`src/rtl/ifm_feeder_if.sv`:
```
// SRAM read port and IFM buffer load port of the IFM feeder.
// master = feeder side, slave = SRAM/IFM-buffer side.
interface ifm_feeder_if #(
  parameter int INPUT_WIDTH   = 32,
  parameter int ADDR_WIDTH    = 12,
  parameter int INPUT_IFM_REG = 3
);
  logic                   mem_rd_en;
  logic [ADDR_WIDTH-1:0]  mem_addr;
  logic [INPUT_WIDTH-1:0] mem_rdata;
  logic [INPUT_WIDTH-1:0] ifm_input [INPUT_IFM_REG];
  logic [2:0]             ifm_read;
  logic [1:0]             mode;

  modport master (
    output mem_rd_en, mem_addr, ifm_input, ifm_read, mode,
    input  mem_rdata
  );

  modport slave (
    input  mem_rd_en, mem_addr, ifm_input, ifm_read, mode,
    output mem_rdata
  );
endinterface

```
`src/rtl/ifm_feeder.sv`:
```
// Walks a packed IFM image strip by strip and feeds 3-row windows into the IFM buffer.
// Define IFM_FEEDER_ZPAD_EN to add a virtual zero row above and below every strip.
module ifm_feeder #(
  parameter int INPUT_WIDTH   = 32,
  parameter int INPUT_IFM_REG = 3,
  parameter int ADDR_WIDTH    = 12,
  parameter int DIM_WIDTH     = 8
) (
  input  logic                  clk,
  input  logic                  rst_n,
  input  logic                  start,
  input  logic [ADDR_WIDTH-1:0] cfg_base_addr,
  input  logic [DIM_WIDTH-1:0]  cfg_rows,
  input  logic [DIM_WIDTH-1:0]  cfg_strips,
  input  logic [1:0]            cfg_mode,
  input  logic                  stall,
  ifm_feeder_if.master          bus,
  output logic                  busy,
  output logic                  done
);
  localparam logic [1:0] S_IDLE  = 2'd0;
  localparam logic [1:0] S_RUN   = 2'd1;
  localparam logic [1:0] S_DRAIN = 2'd2;
  localparam logic [1:0] S_DONE  = 2'd3;
  localparam int NW = DIM_WIDTH + 1;

`ifdef IFM_FEEDER_ZPAD_EN
  localparam logic ZPAD     = 1'b1;
  localparam int   MIN_ROWS = 1;
`else
  localparam logic ZPAD     = 1'b0;
  localparam int   MIN_ROWS = 3;
`endif

  logic [1:0]             state_q, state_d;
  logic [1:0]             mode_q, mode_d;
  logic [NW-1:0]          nrows_q, nrows_d;
  logic [DIM_WIDTH-1:0]   strips_q, strips_d;
  logic [ADDR_WIDTH-1:0]  addr_q, addr_d;
  logic [ADDR_WIDTH-1:0]  strip_addr_q, strip_addr_d;
  logic [NW-1:0]          ir_q, ir_d;
  logic [DIM_WIDTH-1:0]   is_q, is_d;
  logic [NW-1:0]          pr_q, pr_d;
  logic [DIM_WIDTH-1:0]   ps_q, ps_d;
  logic [1:0]             slot_q, slot_d;
  logic [1:0]             fcnt_q, fcnt_d;
  logic                   infl_q, infl_d;
  logic                   infl_zero_q, infl_zero_d;
  logic                   fin_q, fin_d;
  logic [2:0]             rd_q, rd_d;
  logic [INPUT_WIDTH-1:0] fifo_q [3];
  logic [INPUT_WIDTH-1:0] fifo_d [3];
  logic [INPUT_WIDTH-1:0] ifm_q  [3];
  logic [INPUT_WIDTH-1:0] ifm_d  [3];
  logic [INPUT_WIDTH-1:0] comb   [3];

  logic [2:0]             occ;
  logic [1:0]             popn;
  logic                   issue, virt, last_issue, active, prime, strm, row_end, last_pop;
  logic [INPUT_WIDTH-1:0] arr_data;

  // occ counts buffered rows plus the row whose SRAM data lands this cycle
  assign occ        = {1'b0, fcnt_q} + {2'b00, infl_q};
  assign issue      = (state_q == S_RUN) && !stall && (occ < 3'd3);
  assign virt       = ZPAD && ((ir_q == '0) || (ir_q == nrows_q - NW'(1)));
  assign last_issue = (ir_q == nrows_q - NW'(1)) && (is_q == strips_q - DIM_WIDTH'(1));
  assign arr_data   = infl_zero_q ? '0 : bus.mem_rdata;

  // Arriving data is visible in the same cycle so a row can be presented 2 cycles after its read
  genvar gi;
  generate
    for (gi = 0; gi < 3; gi++) begin : g_view
      assign comb[gi]          = (2'(gi) < fcnt_q) ? fifo_q[gi] : arr_data;
      assign bus.ifm_input[gi] = ifm_q[gi];
    end
  endgenerate

  assign active   = (state_q == S_RUN) || (state_q == S_DRAIN);
  assign prime    = active && !stall && (pr_q == '0) && (occ == 3'd3);
  assign strm     = active && !stall && (pr_q != '0) && (occ != 3'd0);
  assign row_end  = prime ? (nrows_q == NW'(3)) : (pr_q == nrows_q - NW'(1));
  assign last_pop = (prime || strm) && row_end && (ps_q == strips_q - DIM_WIDTH'(1));
  assign popn     = prime ? 2'd3 : (strm ? 2'd1 : 2'd0);

  always_comb begin
    state_d      = state_q;
    mode_d       = mode_q;
    nrows_d      = nrows_q;
    strips_d     = strips_q;
    addr_d       = addr_q;
    strip_addr_d = strip_addr_q;
    ir_d         = ir_q;
    is_d         = is_q;
    pr_d         = pr_q;
    ps_d         = ps_q;
    slot_d       = slot_q;
    fin_d        = fin_q || last_pop;
    rd_d         = 3'b000;
    ifm_d        = ifm_q;
    infl_d       = issue;
    infl_zero_d  = issue && virt;
    fcnt_d       = 2'(occ - {1'b0, popn});
    for (int k = 0; k < 3; k++) fifo_d[k] = comb[k];
    if (popn == 2'd1) begin
      fifo_d[0] = comb[1];
      fifo_d[1] = comb[2];
    end

    case (state_q)
      S_IDLE: begin
        if (start) begin
          mode_d       = cfg_mode;
          nrows_d      = NW'(cfg_rows) + (ZPAD ? NW'(2) : NW'(0));
          strips_d     = cfg_strips;
          addr_d       = cfg_base_addr;
          strip_addr_d = cfg_base_addr;
          ir_d         = '0;
          is_d         = '0;
          pr_d         = '0;
          ps_d         = '0;
          slot_d       = 2'd0;
          fin_d        = 1'b0;
          if ((cfg_rows < DIM_WIDTH'(MIN_ROWS)) || (cfg_strips == '0)) state_d = S_DONE;
          else                                                         state_d = S_RUN;
        end
      end
      S_RUN:   if (issue && last_issue) state_d = S_DRAIN;
      S_DRAIN: if (fin_q) state_d = S_DONE;
      default: begin
        state_d = S_IDLE;
        mode_d  = 2'b00;
      end
    endcase

    if (issue) begin
      if (!virt) addr_d = addr_q + ADDR_WIDTH'(strips_q);
      if (ir_q == nrows_q - NW'(1)) begin
        ir_d         = '0;
        is_d         = is_q + DIM_WIDTH'(1);
        strip_addr_d = strip_addr_q + ADDR_WIDTH'(1);
        addr_d       = strip_addr_q + ADDR_WIDTH'(1);
      end else begin
        ir_d = ir_q + NW'(1);
      end
    end

    if (prime) begin
      for (int k = 0; k < 3; k++) ifm_d[k] = comb[k];
      rd_d   = 3'b111;
      slot_d = 2'd0;
      pr_d   = row_end ? '0 : NW'(3);
      if (row_end) ps_d = ps_q + DIM_WIDTH'(1);
    end else if (strm) begin
      for (int k = 0; k < 3; k++) if (slot_q == 2'(k)) ifm_d[k] = comb[0];
      rd_d   = 3'b001 << slot_q;
      slot_d = (slot_q == 2'd2) ? 2'd0 : slot_q + 2'd1;
      if (row_end) begin
        pr_d   = '0;
        ps_d   = ps_q + DIM_WIDTH'(1);
        slot_d = 2'd0;
      end else begin
        pr_d = pr_q + NW'(1);
      end
    end
  end

  always_ff @(posedge clk or negedge rst_n) begin
    if (!rst_n) begin
      state_q      <= S_IDLE;
      mode_q       <= 2'b00;
      nrows_q      <= '0;
      strips_q     <= '0;
      addr_q       <= '0;
      strip_addr_q <= '0;
      ir_q         <= '0;
      is_q         <= '0;
      pr_q         <= '0;
      ps_q         <= '0;
      slot_q       <= 2'd0;
      fcnt_q       <= 2'd0;
      infl_q       <= 1'b0;
      infl_zero_q  <= 1'b0;
      fin_q        <= 1'b0;
      rd_q         <= 3'b000;
      for (int k = 0; k < 3; k++) begin
        fifo_q[k] <= '0;
        ifm_q[k]  <= '0;
      end
    end else begin
      state_q      <= state_d;
      mode_q       <= mode_d;
      nrows_q      <= nrows_d;
      strips_q     <= strips_d;
      addr_q       <= addr_d;
      strip_addr_q <= strip_addr_d;
      ir_q         <= ir_d;
      is_q         <= is_d;
      pr_q         <= pr_d;
      ps_q         <= ps_d;
      slot_q       <= slot_d;
      fcnt_q       <= fcnt_d;
      infl_q       <= infl_d;
      infl_zero_q  <= infl_zero_d;
      fin_q        <= fin_d;
      rd_q         <= rd_d;
      for (int k = 0; k < 3; k++) begin
        fifo_q[k] <= fifo_d[k];
        ifm_q[k]  <= ifm_d[k];
      end
    end
  end

  assign bus.mem_rd_en = issue && !virt;
  assign bus.mem_addr  = addr_q;
  assign bus.ifm_read  = rd_q;
  assign bus.mode      = mode_q;
  assign busy          = (state_q != S_IDLE);
  assign done          = (state_q == S_DONE);
endmodule

```
`src/flat_wrapper.sv`:
```
// flat-port wrapper written by rule: the top's interface ports become plain ports
module ifm_feeder_flat 
#(
  parameter int INPUT_WIDTH   = 32,
  parameter int INPUT_IFM_REG = 3,
  parameter int ADDR_WIDTH    = 12,
  parameter int DIM_WIDTH     = 8
)
  (clk, rst_n, start, cfg_base_addr, cfg_rows, cfg_strips, cfg_mode, stall, busy, done, bus_mem_rd_en, bus_mem_addr, bus_ifm_input, bus_ifm_read, bus_mode, bus_mem_rdata);
  ifm_feeder_if #(.INPUT_WIDTH(INPUT_WIDTH), .ADDR_WIDTH(ADDR_WIDTH), .INPUT_IFM_REG(INPUT_IFM_REG)) bus_i ();
  input  logic clk;
  input  logic rst_n;
  input  logic start;
  input  logic [ADDR_WIDTH-1:0] cfg_base_addr;
  input  logic [DIM_WIDTH-1:0] cfg_rows;
  input  logic [DIM_WIDTH-1:0] cfg_strips;
  input  logic [1:0] cfg_mode;
  input  logic stall;
  output logic busy;
  output logic done;
  output wire logic [$bits(bus_i.mem_rd_en)-1:0] bus_mem_rd_en;
  output wire logic [$bits(bus_i.mem_addr)-1:0] bus_mem_addr;
  output wire logic [$bits(bus_i.ifm_input)-1:0] bus_ifm_input;
  output wire logic [$bits(bus_i.ifm_read)-1:0] bus_ifm_read;
  output wire logic [$bits(bus_i.mode)-1:0] bus_mode;
  input wire logic [$bits(bus_i.mem_rdata)-1:0] bus_mem_rdata;
  assign bus_mem_rd_en = bus_i.mem_rd_en;
  assign bus_mem_addr = bus_i.mem_addr;
  assign bus_ifm_input = {>>{bus_i.ifm_input}};
  assign bus_ifm_read = bus_i.ifm_read;
  assign bus_mode = bus_i.mode;
  assign bus_i.mem_rdata = bus_mem_rdata;
  ifm_feeder #(.INPUT_WIDTH(INPUT_WIDTH), .INPUT_IFM_REG(INPUT_IFM_REG), .ADDR_WIDTH(ADDR_WIDTH), .DIM_WIDTH(DIM_WIDTH)) u_core (.clk(clk), .rst_n(rst_n), .start(start), .cfg_base_addr(cfg_base_addr), .cfg_rows(cfg_rows), .cfg_strips(cfg_strips), .cfg_mode(cfg_mode), .stall(stall), .bus(bus_i), .busy(busy), .done(done));
endmodule
```
`config.mk`:
```
export PLATFORM = sky130hd
export DESIGN_NAME = ifm_feeder_flat
export DESIGN_NICKNAME = d
export VERILOG_FILES = /design/src/rtl/ifm_feeder_if.sv /design/src/rtl/ifm_feeder.sv /design/src/flat_wrapper.sv
export SDC_FILE = /design/constraint.sdc
export NUM_CORES = 1
export LEC_CHECK = 0
export ABC_AREA = 1
export CELL_PAD_IN_SITES_DETAIL_PLACEMENT = 1
export CELL_PAD_IN_SITES_GLOBAL_PLACEMENT = 1
export CORE_MARGIN = 8
export CORE_UTILIZATION = 35
export DETAILED_ROUTE_END_ITERATION = 8
export HOLD_SLACK_MARGIN = 0.02
export PLACE_DENSITY = 0.71
export SYNTH_ARGS = -nofsm -noshare
export SYNTH_HDL_FRONTEND = slang
export SYNTH_SLANG_ARGS = --single-unit
```
`constraint.sdc`:
```
create_clock -name clk -period 4.15 [get_ports clk]
set_input_delay 0.83 -clock clk [delete_from_list [all_inputs] [get_ports clk]]
set_output_delay 0.83 -clock clk [all_outputs]
set_load 0.02 [all_outputs]
```
==> results of run 1 <==
## cell usage after synthesis (9+ instances only)
master	number	share of area
nand4_1	12	0.0052
o21a_1	32	0.017
a21oi_1	86	0.030
nand2_1	535	0.14
inv_1	202	0.053
nand2_2	10	0.0044
o21ai_0	146	0.051
ha_1	25	0.022
o21ai_1	9	0.0031
nor3_1	18	0.0063
xor2_1	41	0.025
dfrtp_1	279	0.49
a22oi_1	31	0.016
nand3_1	115	0.040
clkbuf_1	62	0.016
buf_2	9	0.0031
nor2_1	162	0.042
o22ai_1	13	0.0057
## report_power, final
part | switching, W | internal [W] | total, W
clock | 0.00120 | 0.00196 | 0.00316
combinational | 0.00448 | 0.00258 | 0.00706
sequential | 0.000708 | 0.00387 | 0.00458
total | 0.00639 | 0.00841 | 0.0148
## final cells by class
class                           instances  area (sq um)  share of cell area
Clock buffer                           54          1070              0.0595
Clock inverter                          8           134             0.00747
Inverter                              208           782              0.0436
Multi-Input combinational cell       1284          6290               0.351
Sequential cell                       279          6980               0.389
Tap cell                              532           666              0.0371
Timing Repair Buffer                  203          2010               0.112
## registers in the layout (all words and copies together) (netlist names), 3 cells and up
signal / flops
u_core.bus.ifm_input: 96
u_core.bus.mem_addr: 12
u_core.fifo_q: 96
u_core.ps_q: 8
u_core.is_q: 8
u_core.strips_q: 8
u_core.nrows_q: 8
u_core.bus.ifm_read: 3
u_core.pr_q: 9
u_core.ir_q: 9
u_core.strip_addr_q: 12
## worst register-to-register path, delay by kind of cell (launching register included)
| kind | cells | cell delay [ns] |
|---|---|---|
| DFF | 1 | 0.43 |
| adders and majority gates | 2 | 0.52 |
| and+or+nand+nor | 4 | 1.00 |
| buffers and inverters | 4 | 0.89 |
| AOI/OAI and AO/OA | 1 | 0.24 |
## layer usage
metal | up-vias | GRT usage
li1 | 6261 | -
met1 | 6398 | 0.240
met2 | 216 | 0.342
met3 | 62 | 0.0306
met4 | 0 | 0.0567
met5 | - | 0
## cell families (layout without fill, tap and decap cells)
family	count (synthesis)	count (layout)	share of synthesized area
xor gates and xnor gates	50	50	0.0314
AOI/OAI and AO/OA	334	334	0.132
adders and majority gates	26	26	0.0232
buffers and inverters	288	473	0.0778
DFF	279	279	0.486
and+or+nand+nor	874	874	0.250
## how the worst max path moves through the flow
stage                             endpoint  slack [ns]  depth (start not counted)
global placement    u_core.bus.mem_addr[8]        0.65                         10
detailed placement  u_core.bus.mem_addr[8]        0.63                         10
finish                       bus_mem_rd_en        0.77                          6
floorplan                    bus_mem_rd_en        1.60                          6
CTS                          bus_mem_rd_en        0.70                          6
global route                 bus_mem_rd_en        0.65                          6
## stage by stage
stage | hold slack, ns | area (sq um) | worst slack, ns | cells
finish | 0.286 | 17900 | 0.772 | 2568
global route | 0.322 | 17900 | 0.647 | 2568
CTS | 0.308 | 17900 | 0.705 | 2568
detailed placement | 0.458 | 16700 | 0.629 | 2506
global placement | 0.455 | 16700 | 0.655 | 2506
floorplan | 0.496 | 14400 | 1.60 | 1851
==> impl_metrics.csv, run 1 <==
group,metric,value,unit
sta,hold_violations,0,
run_status,status,"completed",
power_and_ir_drop,irDropWorstVdd,0.430,mV
detailed_routing,final_antenna_net_count,0,
yosys,syn_avg_cell_area,7.76,sq um
yosys,synth_seq_cells,279,
run,maxCapViolations,0,
yosys,synthFlopType,"dfrtp_1",
clock_tree,cts_buffer_depth,3,
sta,skew,0.0132,ns
sta,tightest_slew,0.908,ns
die,placeableCoreArea,40600,sq um
clock_tree,path_clk_slew,0.06,ns
clock_tree,cts_made_buffers,34,
grt,grt_pass1_wl,74.8,mm
final_layout,n_antenna_cell,0,
detailed_routing,wl_per_cell,18.0,um
final_layout,num-nets-final,2102,
setup_path,path_class,"reg2out",
sta,grt_setup_unrepaired,"no",
grt,grt_remaining_overflow,0,
final_layout,most-common-layout-cells,"nand2_1 (533), dfrtp_1 (278), inv_1 (201), clkdlybuf4s50_1 (180), nor2_1 (161)",
yosys,syn_area,14400,sq um
setup_path,r2r-end,"u_core.bus.mem_addr[8]",
die,dieHeight,219,um
final_layout,nFillCells,4845,
power_and_ir_drop,pwr_density_cell,825,nW/um^2
detailed_routing,firstDrtPassIters,5,
clock_tree,htreeDepth,2,
sta,period_minus_slack,3.38,ns
sta,finalSetupViolCount,0,
setup_path,crit_buf_inv,2,
detailed_routing,drt_iter0_markers,646,
setup_path,reg2regPathDepth,11,
place,gp_congestion,0.859,
setup_path,r2r_slack,1.01,ns
die,io_pins,182,
yosys,synth_fp_nets,1943,
setup_path,required,3.32,ns
detailed_routing,met3WireLength,1.89,mm
setup_path,r2r_start,"u_core.fcnt_q[0]",
setup_path,worstPathCellList,"ha_1, ha_1, nand2_1, nand4_1, inv_1, clkdlybuf4s50_1",
detailed_routing,met2_length,23.0,mm
power_and_ir_drop,leakagePower,8.41,nW
die,die_area,47800,sq um
worst_hold_path,hp-class,"in2async",
sta,fmax,0.296,GHz
yosys,synth_cell_type_count,42,
sta,post-route-period-util,0.814,
setup_path,cp.arrival,2.55,ns
yosys,synth_cells,1851,
die,initial_core_util,0.354,
sta,slew_headroom,0.392,
clock_tree,cts_tree,"built",
place,io_buffers,181,
detailed_routing,drcViolationCount,0,
yosys,yosysWarnings,0,
sta,slew_violations,0,
final_layout,utilization,0.441,
clock_tree,clk_latency,0.54,ns
setup_path,slowest_delay,0.71,ns
grt,track_usage,0.193,
final_layout,syn_to_final_growth,24.8,%
grt,antenna_found_initial,0,
setup_path,cpMaxStageDelayCell,"clkdlybuf4s50_1",
detailed_routing,vias,12900,
setup_path,crit_fanout,3,
detailed_routing,routed_via_density,5.04,
clock_tree,cts.sinks,279,
grt,grt_start_max_net_pins,96,
final_layout,drive_gt1_frac,0.0560,
setup_path,crit_top_cell,"ha_1",
yosys,synth_enable_flop_cells,0,
setup_path,cp-end-kind,"primary output",
setup_path,crit_family,"buffers and inverters",
clock_tree,postCtsSetupRepairBufs,0,
place,dp_hpwl,32.2,mm
die,core.rowCount,74,
setup_path,start_kind,"register",
die,die_x,219,um
power_and_ir_drop,p_total,0.0148,W
grt,grt_pass1_vias,13800,
sta,tns,0,ns
final_layout,layout_commonest_cell,"nand2_1",
clock_tree,clockRootBuffer,"clkbuf_16",
yosys,async_flop_share,1.00,
clock_tree,cts_hold_buffers,0,
detailed_routing,drt-total-wl,46.1,mm
clock_tree,cts_resized,0,
detailed_routing,wl_met1,20.2,mm
detailed_routing,top_layer_used,"met4",
setup_path,worstSetupStartpoint,"u_core.fcnt_q[0]",
yosys,ys_seq_area_frac,0.486,
(Power assumes the default switching activity.)
==> inputs of run 2 (changes only) <==
--- a/config.mk
+++ b/config.mk
@@ -12,7 +12,7 @@
 export CORE_UTILIZATION = 35
 export DETAILED_ROUTE_END_ITERATION = 8
 export HOLD_SLACK_MARGIN = 0.02
-export PLACE_DENSITY = 0.71
+export PLACE_DENSITY = 0.74
 export SYNTH_ARGS = -nofsm -noshare
 export SYNTH_HDL_FRONTEND = slang
 export SYNTH_SLANG_ARGS = --single-unit
==> constraint.sdc (replaced) <==
create_clock -name clk -period 2.9 [get_ports clk]
set_input_delay 0.58 -clock clk [delete_from_list [all_inputs] [get_ports clk]]
set_output_delay 0.58 -clock clk [all_outputs]
set_load 0.02 [all_outputs]
==> impl_metrics.csv, run 2 (synthesis results as in run 1) <==
group,metric,value,unit
sta,hold_violations,0,
grt,grt_util_met2,0.342,
run,maxCapViolations,0,
grt,grt_pass1_vias,14200,
sta,skew,0.0156,ns
die,placeableCoreArea,40600,sq um
clock_tree,htreeDepth,2,
setup_path,required,2.32,ns
sta,grt_setup_unrepaired,"no",
setup_path,cp-end-kind,"primary output",
clock_tree,cts_buffer_depth,3,
setup_path,r2r_slack,0.33,ns
grt,grt_remaining_overflow,0,
detailed_routing,final_antenna_net_count,0,
final_layout,num-nets-final,2116,
detailed_routing,wl_per_cell,18.1,um
sta,slew_headroom,0.452,
clock_tree,cts_tree,"built",
grt,busiest_layer,"met2",
sta,fmax,0.358,GHz
power_and_ir_drop,leakagePower,8.46,nW
setup_path,reg2regPathDepth,10,
place,gp_congestion,0.869,
power_and_ir_drop,pwr_density_cell,1180,nW/um^2
power_and_ir_drop,p_total,0.0212,W
sta,tightest_slew,0.820,ns
final_layout,most-common-layout-cells,"nand2_1 (533), dfrtp_1 (278), inv_1 (201), clkdlybuf4s50_1 (179), nor2_1 (161)",
die,io_pins,182,
detailed_routing,routed_via_density,5.10,
setup_path,worstSetupStartpoint,"u_core.state_q[0]",
final_layout,layout_commonest_cell,"nand2_1",
setup_path,start_kind,"register",
grt,grt_util_met1,0.245,
setup_path,cp.arrival,2.22,ns
clock_tree,postCtsSetupRepairBufs,0,
grt,track_usage,0.195,
place,io_buffers,181,
die,die_area,47800,sq um
final_layout,drive_gt1_frac,0.0615,
place,dpl.cell_count,2520,
die,die_x,219,um
sta,tns,0,ns
detailed_routing,drcViolationCount,0,
final_layout,n_antenna_cell,0,
detailed_routing,vias,13200,
sta,period_minus_slack,2.80,ns
setup_path,crit_fanout,9,
run_status,status,"completed",
place,dp_hpwl,32.5,mm
setup_path,path_class,"reg2out",
grt,antenna_found_initial,0,
setup_path,r2r_start,"u_core.state_q[0]",
clock_tree,cts_made_buffers,34,
grt,grt_start_max_net_pins,128,
die,dieHeight,219,um
power_and_ir_drop,irDropWorstVdd,0.523,mV
final_layout,final_cells,2581,
clock_tree,path_clk_slew,0.06,ns
die,core.rowCount,74,
detailed_routing,drt_iter0_markers,645,
clock_tree,clk_latency,0.53,ns
clock_tree,clockRootBuffer,"clkbuf_16",
die,initial_core_util,0.354,
sta,slew_violations,0,
sta,post-route-period-util,0.964,
setup_path,r2r-end,"u_core.bus.ifm_input[49]",
grt,grt_pass1_wl,75.9,mm
final_layout,syn_to_final_growth,25.4,%
grt,grt_use_met3,0.0311,
sta,finalSetupViolCount,0,
detailed_routing,drt-total-wl,46.7,mm
detailed_routing,firstDrtPassIters,5,
clock_tree,cts.sinks,279,
worst_hold_path,hp-class,"in2async",
-- run 2: timing repair --
item	in CTS	in global routing
setup endpoints to repair	1	1
gates resized for setup	1	2
hold buffers	0	0
-- run 2: routing by layer --
metal  vias up  routed length (um)
met3        62                1930
met1      6583               20700
met4         0                1050
met2       226               23100
li1       6289                   -
met5         -                   0
-- run 2: worst max-delay path by stage --
stage / slack, ns / cells after the start / endpoint
floorplan: 0.60 / 6 / bus_mem_rd_en
global placement: 0.12 / 5 / bus_mem_rd_en
detailed placement: 0.12 / 10 / u_core.bus.ifm_input[47]
CTS: 0.004 / 6 / bus_mem_rd_en
global route: 0.01 / 4 / busy
finish: 0.10 / 4 / busy
-- run 2: area by class of cell --
type / instances / area [sq um]
Inverter: 208 / 782
Clock inverter: 7 / 82.6
Clock buffer: 54 / 1050
Tap cell: 532 / 666
Sequential cell: 279 / 6980
Multi-Input combinational cell: 1284 / 6290
Timing Repair Buffer: 217 / 2170
Fill cell: 4926 / 22600
-- run 2: critical path, stage by stage (launching register included) --
cell             delay (ns)
dfrtp_1                0.45
inv_1                  0.09
ha_1                   0.33
inv_1                  0.17
clkdlybuf4s50_1        0.66
-- run 2: metrics by stage --
step | util | hold slack, ns | area (sq um) | setup WS (ns)
6_report | 0.443 | 0.00945 | 18000 | 0.104
5_1_grt | 0.443 | 0.0627 | 18000 | 0.0131
4_1_cts | 0.444 | 0.0376 | 18000 | 0.00450
3_5_place_dp | 0.416 | 0.464 | 16900 | 0.119
3_3_place_gp | 0.416 | 0.457 | 16900 | 0.124
2_1_floorplan | - | 0.284 | 14400 | 0.603
-- run 2: report_power, final --
part / leakage, nW / internal (W) / switching [W] / total (W)
clock: 0.557 / 0.00257 / 0.00169 / 0.00426
sequential: 3.46 / 0.00554 / 0.00103 / 0.00657
combinational: 4.44 / 0.00382 / 0.00652 / 0.0103
total: 8.46 / 0.0119 / 0.00924 / 0.0212
